### src/rtl/regfile_param_pkg.sv
// Shared definitions for the parametrised register file: sp_op encodings,
// default geometry and the named register indices.
package regfile_param_pkg;

    localparam int unsigned DEF_WIDTH    = 16;
    localparam int unsigned DEF_NUM_REGS = 8;

    // Stack-pointer operation requested on sp_op
    typedef enum logic [1:0] {
        SP_NONE = 2'b00,
        SP_PUSH = 2'b01,
        SP_POP  = 2'b10,
        SP_RSVD = 2'b11
    } sp_op_e;

    // Register indices at the default geometry
    localparam int unsigned REG_AX = 0;
    localparam int unsigned REG_BX = 1;
    localparam int unsigned REG_CX = 2;
    localparam int unsigned REG_DX = 3;
    localparam int unsigned REG_SP = 4;
    localparam int unsigned REG_BP = 5;
    localparam int unsigned REG_DI = 6;
    localparam int unsigned REG_SI = 7;

endpackage

### src/rtl/regfile_read_port.sv
// One registered read port: decodes the read index against the next-state
// register image (write-first), registers the result and raises a one-cycle valid.
module regfile_read_port
    import regfile_param_pkg::*;
#(
    parameter int unsigned WIDTH    = DEF_WIDTH,
    parameter int unsigned NUM_REGS = DEF_NUM_REGS,
    parameter int unsigned AW       = 3
) (
    input  logic                      clk,
    input  logic                      rst,
    input  logic                      en,
    input  logic                      re,
    input  logic [AW-1:0]             raddr,
    input  logic [NUM_REGS*WIDTH-1:0] next_flat,
    output logic [WIDTH-1:0]          rdata,
    output logic                      rvalid
);

    logic [WIDTH-1:0] sel;

    // Index decode; an index past the last register reads as zero
    always_comb begin
        sel = '0;
        for (int i = 0; i < int'(NUM_REGS); i++) begin
            if (raddr == AW'(i)) begin
                sel = next_flat[i*WIDTH +: WIDTH];
            end
        end
    end

    // Output register and valid pulse
    always_ff @(posedge clk or posedge rst) begin
        if (rst) begin
            rdata  <= '0;
            rvalid <= 1'b0;
        end else begin
            rvalid <= en && re;
            if (en && re) begin
                rdata <= sel;
            end
        end
    end

endmodule

### src/rtl/regfile_param.sv
// Parametrised general-purpose register file with two registered read ports,
// write-first forwarding and a stack-pointer increment/decrement path.
module regfile_param
    import regfile_param_pkg::*;
#(
    parameter int unsigned      WIDTH    = DEF_WIDTH,
    parameter int unsigned      NUM_REGS = DEF_NUM_REGS,
    parameter int unsigned      SP_INDEX = REG_SP,
    parameter logic [WIDTH-1:0] SP_RESET = WIDTH'(16'hFFFE),
    localparam int unsigned     AW       = ($clog2(NUM_REGS) < 1) ? 1 : $clog2(NUM_REGS)
) (
    input  logic                      clk,
    input  logic                      rst,
    input  logic                      en,
    input  logic                      we,
    input  logic [AW-1:0]             waddr,
    input  logic [WIDTH-1:0]          wdata,
    input  logic                      re1,
    input  logic [AW-1:0]             raddr1,
    input  logic                      re2,
    input  logic [AW-1:0]             raddr2,
    output logic [WIDTH-1:0]          rdata1,
    output logic [WIDTH-1:0]          rdata2,
    output logic                      rvalid1,
    output logic                      rvalid2,
    input  logic [1:0]                sp_op,
    output logic [WIDTH-1:0]          sp_out,
    output logic [NUM_REGS*WIDTH-1:0] regs_flat
);

    logic [WIDTH-1:0]          mem_q [NUM_REGS];
    logic [WIDTH-1:0]          mem_d [NUM_REGS];
    logic [NUM_REGS*WIDTH-1:0] next_flat;
    logic                      wr_ok;
    logic                      wr_sp;

    assign wr_ok = we && (32'(waddr) < NUM_REGS);
    assign wr_sp = wr_ok && (waddr == AW'(SP_INDEX));

    // Next-state image: explicit write beats the SP op on the SP register
    always_comb begin
        mem_d = mem_q;
        if (en) begin
            if (wr_ok) begin
                mem_d[waddr] = wdata;
            end
            if (!wr_sp) begin
                unique case (sp_op_e'(sp_op))
                    SP_PUSH: mem_d[SP_INDEX] = mem_q[SP_INDEX] - WIDTH'(1);
                    SP_POP:  mem_d[SP_INDEX] = mem_q[SP_INDEX] + WIDTH'(1);
                    default: ;
                endcase
            end
        end
    end

    // Register storage
    always_ff @(posedge clk or posedge rst) begin
        if (rst) begin
            for (int i = 0; i < int'(NUM_REGS); i++) begin
                mem_q[i] <= (i == int'(SP_INDEX)) ? SP_RESET : '0;
            end
        end else begin
            mem_q <= mem_d;
        end
    end

    // Flatten current and next-state images
    always_comb begin
        regs_flat = '0;
        next_flat = '0;
        for (int i = 0; i < int'(NUM_REGS); i++) begin
            regs_flat[i*WIDTH +: WIDTH] = mem_q[i];
            next_flat[i*WIDTH +: WIDTH] = mem_d[i];
        end
    end

    assign sp_out = mem_q[SP_INDEX];

    regfile_read_port #(
        .WIDTH    (WIDTH),
        .NUM_REGS (NUM_REGS),
        .AW       (AW)
    ) u_rd1 (
        .clk       (clk),
        .rst       (rst),
        .en        (en),
        .re        (re1),
        .raddr     (raddr1),
        .next_flat (next_flat),
        .rdata     (rdata1),
        .rvalid    (rvalid1)
    );

    regfile_read_port #(
        .WIDTH    (WIDTH),
        .NUM_REGS (NUM_REGS),
        .AW       (AW)
    ) u_rd2 (
        .clk       (clk),
        .rst       (rst),
        .en        (en),
        .re        (re2),
        .raddr     (raddr2),
        .next_flat (next_flat),
        .rdata     (rdata2),
        .rvalid    (rvalid2)
    );

endmodule

### config.mk
export PLATFORM = sky130hd
export DESIGN_NAME = regfile_param
export DESIGN_NICKNAME = d
export VERILOG_FILES = /design/src/rtl/regfile_param_pkg.sv /design/src/rtl/regfile_read_port.sv /design/src/rtl/regfile_param.sv
export SDC_FILE = /design/constraint.sdc
export NUM_CORES = 1
export LEC_CHECK = 0
export CAP_MARGIN = 20
export CORE_ASPECT_RATIO = 0.5
export CORE_MARGIN = 10
export CORE_UTILIZATION = 47
export CTS_CLUSTER_DIAMETER = 120
export DETAILED_ROUTE_END_ITERATION = 16
export PLACE_DENSITY = 0.87
export SYNTH_ARGS = -nofsm -noshare
export SYNTH_HDL_FRONTEND = slang
export SYNTH_HIERARCHICAL = 1
export SYNTH_SLANG_ARGS = --single-unit
### constraint.sdc
create_clock -name clk -period 4.4 [get_ports clk]
set_input_delay 0.66 -clock clk [delete_from_list [all_inputs] [get_ports clk]]
set_output_delay 0.66 -clock clk [all_outputs]
set_load 0.01 [all_outputs]
* Word-level counts from Yosys, hierarchy flattened
Index checks and enable logic that the tools add are counted.
** Operators by class
- Magnitude comparators :: 2
- Bitwise gates (word level) :: 1
- Add/subtract/negate cells :: 2
- Mux-type cells :: 23
- Eq/ne operators :: 17
- Reduce and logical (&&, ||, !) cells :: 6
** Operators with widths (count)
- 2-to-1 mux 16 bit :: 18
- 2-to-1 mux 128 bit :: 2
- bitwise mux 128 bit :: 1
- demux 16 bit (select 3 bit) :: 1
- one-hot mux 16 bit (2 select lines) :: 1
- == test 3 bit (second input constant) :: 9
- adder 16 x 1 -> 16 bit (second input constant) :: 1
- subtractor 16 x 1 -> 16 bit (second input constant) :: 1
- == test 3 x 2 -> 1 bit (second input constant) :: 4
- == test 3 x 1 -> 1 bit (second input constant) :: 2
- zero test 3 bit :: 2
- >= comparator 4 bit (second input constant) :: 1
- logical AND 1 bit :: 4
- less-than comparator 4 x 1 -> 1 bit (second input constant) :: 1
- inverter 3 -> 4 bit :: 1
- == test 2 x 1 -> 1 bit (second input constant) :: 1
- == test 2 bit (second input constant) :: 1
** Word-level totals
- Register bits after elaboration :: 162
- Input bits :: 33
- Output and inout port bits :: 178
- Word-level logic and storage cells :: 63

* Depth between registers and ports, before layout
- Word-level depth :: 18
- Mapped depth :: 14
- Mapped depth without buffers :: 14

* Cells and area by module
The synthesis kept the hierarchy.
** Modules (own cells, without submodules)
- regfile_param :: area each 5836.8 µm², cells an instance 433, seq. area each 3221.8 µm², times used 1
- regfile_read_port :: area each 1794.2 µm², cells an instance 217, seq. area each 425.4 µm², times used 2

* Worst setup path before layout
No wires, ideal clock.
- Path kind :: input to register
- Start :: input port sp_op[0]
- End :: register u_rd1.rdata[12]
- Stages on the path :: 14
- Path slack :: 0.890 ns
- Data arrival time :: 3.369 ns
- Required time :: 4.258 ns
- Path through :: inv_1 ha_1 inv_1 ha_1 a21o_1 a21oi_1 o21ai_0 a41oi_1 xor2_1 o21ai_0 and2_1 a2111oi_0 a31o_1 a211oi_1
** RTL lines
- from (decl) :: line regfile_param.sv:26 : input logic [1:0] sp_op,
- to (signal assigned) :: line regfile_read_port.sv:40 : rdata <= sel;
- to (decl) :: line regfile_read_port.sv:16 : output logic [WIDTH-1:0] rdata,

==> results by group <==
STA
  – RSZ-0062 raised after global routing: no
  – Period minus WS final: 3.89 ns
  – Max Fclk: 0.257 GHz
  – Worst Skew: 0.00838 ns
  – Final setup viols: 0
  – Worst Tran Pin Value: 1.03 ns
  – Final hold violation count: 0
  – Slew margin rel.: 0.311
  – Fin crit share: 0.885
  – Setup TNS: 0 ns
  – Pins Over Slew Limit: 0

Layout
  – Fin cells: 1,329
  – Fraction of layout cells with a size suffix above 1: 0.206
  – Ant diodes: 0
  – Nets: 1,100
  – Area growth syn-to-layout: 30.0%

Floorplan
  – IO Pins: 211
  – Core area: 19,600 µm²
  – Full die area: 26,500 µm²
  – Initial core utilization: 0.481
  – FP Rows: 36
  – Die Y: 120 µm
  – Die width: 220 µm

Route
  – Final wirelength: 36.6 mm
  – Met3 wire length: 3.30 mm
  – Detail Route Antenna Nets: 0
  – DR vias: 8,572
  – DR top layer: met4
  – DR iter-0 viols: 1,356
  – DRC viols: 0
  – DR WL/cell: 27.6 µm
  – Met2 routed WL: 17.6 mm
  – Via/cell ratio: 6.45
  – TritonRoute pass-1 iters: 6
  – Met1 Wirelength: 14.7 mm

GRT
  – Grt ovf: 0
  – Global-route wire length before repair: 55.9 mm
  – Initial antenna violation count: 0
  – Vias in the first global route: 8,870
  – Largest net degree at the start of global routing: 67
  – Gr usage total: 0.275

Clock tree
  – Htree depth: 4
  – CTS tree: yes
  – Worst-Skew Late Latency: 0.44 ns
  – Setup bufs post-CTS: 0
  – Clk root buf: clkbuf_16
  – Worst-path clk slew: 0.07 ns
  – Clock sinks: 162
  – CTS Buffer Depth: 2
  – CTS Buf Count: 17
  – CTS Hold Buffers Added: 0
  – Post-CTS sizing: 0

Synth
  – Cells after Synth: 867
  – Async set-reset flop share out of synthesis: 1.00
  – EDFF count, synth: 0
  – YS warnings: 6
  – Primary FF master, synth: dfrtp_1
  – Register area share after synthesis: 0.432
  – Synthesized flop and latch total: 162
  – Netlist cell types: 65
  – Post-Syn Area per Cell: 10.9 µm²
  – Synth Cell Area: 9430 µm²
  – Mapped Nets: 917

Hold path
  – HP Class: flip-flop to flip-flop

Critical path
  – Slowest CP cell: clkdlybuf4s50_1
  – Critical path data required time: 4.69 ns
  – Critical path class: primary input to flip-flop
  – Critical path launch point type: primary input
  – Worst Path Max Fanout: 9
  – CP cell instances: clkdlybuf4s50_1, inv_1, ha_1, inv_1, buf_4, ha_1, a21oi_1, o21ai_0, a41oi_1, xor2_1, o21ai_0, and2_1, a2111oi_0, a31o_1, a211oi_1
  – Crit-path max cell delay: 0.46 ns
  – Setup crit end kind: flip-flop
  – WP data arrival: 4.19 ns

Placed design
  – GPL Wtd Cong: 1.01
  – IO buf count: 210
  – HPWL Detailed: 27.3 mm
  – Placed cell count: 1,297

Power
  – Leakage: 0.00488 µW
  – PwrDens: 563 nW/µm²
  – Worst IR drop on VDD: 0.349 mV

Status
  – Status: finished, final reports clean

Run
  – Max-cap violations: 0
-- synthesized netlist by cell type (all sizes together), types with 8 or more instances --
cell type | count | area (µm²)
o22ai | 37 | 231
nor2 | 65 | 249
mux4 | 12 | 270
a31o | 10 | 87.6
a21oi | 27 | 135
nor3 | 19 | 100
nand3 | 9 | 55.1
mux2i | 11 | 110
and2 | 12 | 75.1
dfstp | 15 | 394
a211oi | 19 | 143
o22a | 25 | 219
a2111oi | 12 | 105
o21ai | 53 | 265
nor2b | 10 | 62.6
inv | 12 | 45.1
ha | 16 | 200
o21a | 10 | 75.1
nor3b | 8 | 82.6
mux2 | 133 | 1500
nand2 | 42 | 158
dfrtp | 147 | 3680
buf | 65 | 419
a22oi | 20 | 150
-- area by class of cell --
cell class / count / area (µm²)
Inverter: 14 / 55.1
Tap cell: 266 / 333
Sequential cell: 162 / 4070
Fill cell: 1513 / 7340
Timing Repair Buffer: 236 / 2320
Clock inverter: 14 / 175
Clock buffer: 18 / 439
Multi-Input combinational cell: 619 / 4850
-- metal layers --
| layer | vias to the layer above | GRT usage |
|---|---|---|
| li1 | 3608 | - |
| met1 | 4349 | 0.357 |
| met2 | 518 | 0.447 |
| met3 | 97 | 0.0624 |
| met4 | 0 | 0.0885 |
| met5 | - | 0 |
-- per-stage QoR --
step	hold slack (ns)	util	worst slack [ns]	total power, µW	instance area, µm²
after floorplan	0.535	-	0.352	3830	9430
after global placement	0.523	0.594	0.276	5250	11600
after detailed placement	0.525	0.594	0.151	5300	11600
after CTS	0.540	0.625	0.595	6890	12300
after global routing	0.557	0.625	0.288	7220	12300
final	0.538	0.625	0.507	6900	12300
-- critical path, delay by kind of cell --
family	cells	cell delay [ns]
adders and majority gates	2	0.50
and+or+nand+nor	1	0.20
xor gates and xnor gates	1	0.17
buffers and inverters	4	0.98
AOI/OAI and AO/OA	7	1.68
-- cell families (layout without fill, tap and decap cells) --
| logic type | Yosys count | count (layout) | synth area share |
|---|---|---|---|
| buf+inv | 86 | 282 | 0.0528 |
| flops | 162 | 162 | 0.432 |
| simple gates | 193 | 193 | 0.107 |
| compound gates | 241 | 241 | 0.174 |
| xor+xnor | 12 | 12 | 0.0112 |
| fa+ha+maj | 17 | 17 | 0.0234 |
| mux | 156 | 156 | 0.199 |
-- cells in the final DEF (no fill, tap or decap), drive strengths merged, types with 6 or more instances in the layout --
cell type      instances
o22ai                 37
nand3                  9
mux2i                 11
mux2                 133
a21o                   6
a31o                  10
and2                  12
nor3b                  8
nor3                  19
a21oi                 27
clkdlybuf4s50        208
a2111oi               12
a211oi                19
nor2b                 10
o22a                  25
buf                   28
o21a                  10
dfrtp                147
nand2                 42
inv                   17
clkbuf                18
dfstp                 15
nor2                  65
a22oi                 20
xnor2                  7
o21ai                 53
ha                    16
mux4                  12
nand2b                 6
-- report_power, final --
group	total (µW)	internal (µW)	switching (µW)
clock network	1570	915	659
logic	3100	1550	1540
registers	2230	1920	312
-- state kept, by name, indices dropped and copies added, names as in the netlist --
register / flops
u_rd1/rdata: 16
regs_flat: 112
u_rd2/rdata: 16
sp_out: 16
u_rd2/rvalid: 1
u_rd1/rvalid: 1
-- path summary, 6_finish.rpt --
kind	endpoint	start	depth (start not counted)	slack, ns
setup / recovery	u_rd1/rdata[12]$_DFFE_PP0P_	sp_op[0]	15	0.51
hold / removal	regs_flat[2]$_DFF_PP0_	regs_flat[2]$_DFF_PP0_	1	0.54
setup reg to reg	u_rd2/rdata[8]$_DFFE_PP0P_	sp_out[1]$_DFF_PP1_	12	1.06
hold reg to reg	regs_flat[2]$_DFF_PP0_	regs_flat[2]$_DFF_PP0_	1	0.54
max in group asynchronous	sp_out[4]$_DFF_PP1_	rst	3	2.71
min in group asynchronous	regs_flat[119]$_DFF_PP0_	rst	2	0.80
(Power assumes the default switching activity.)
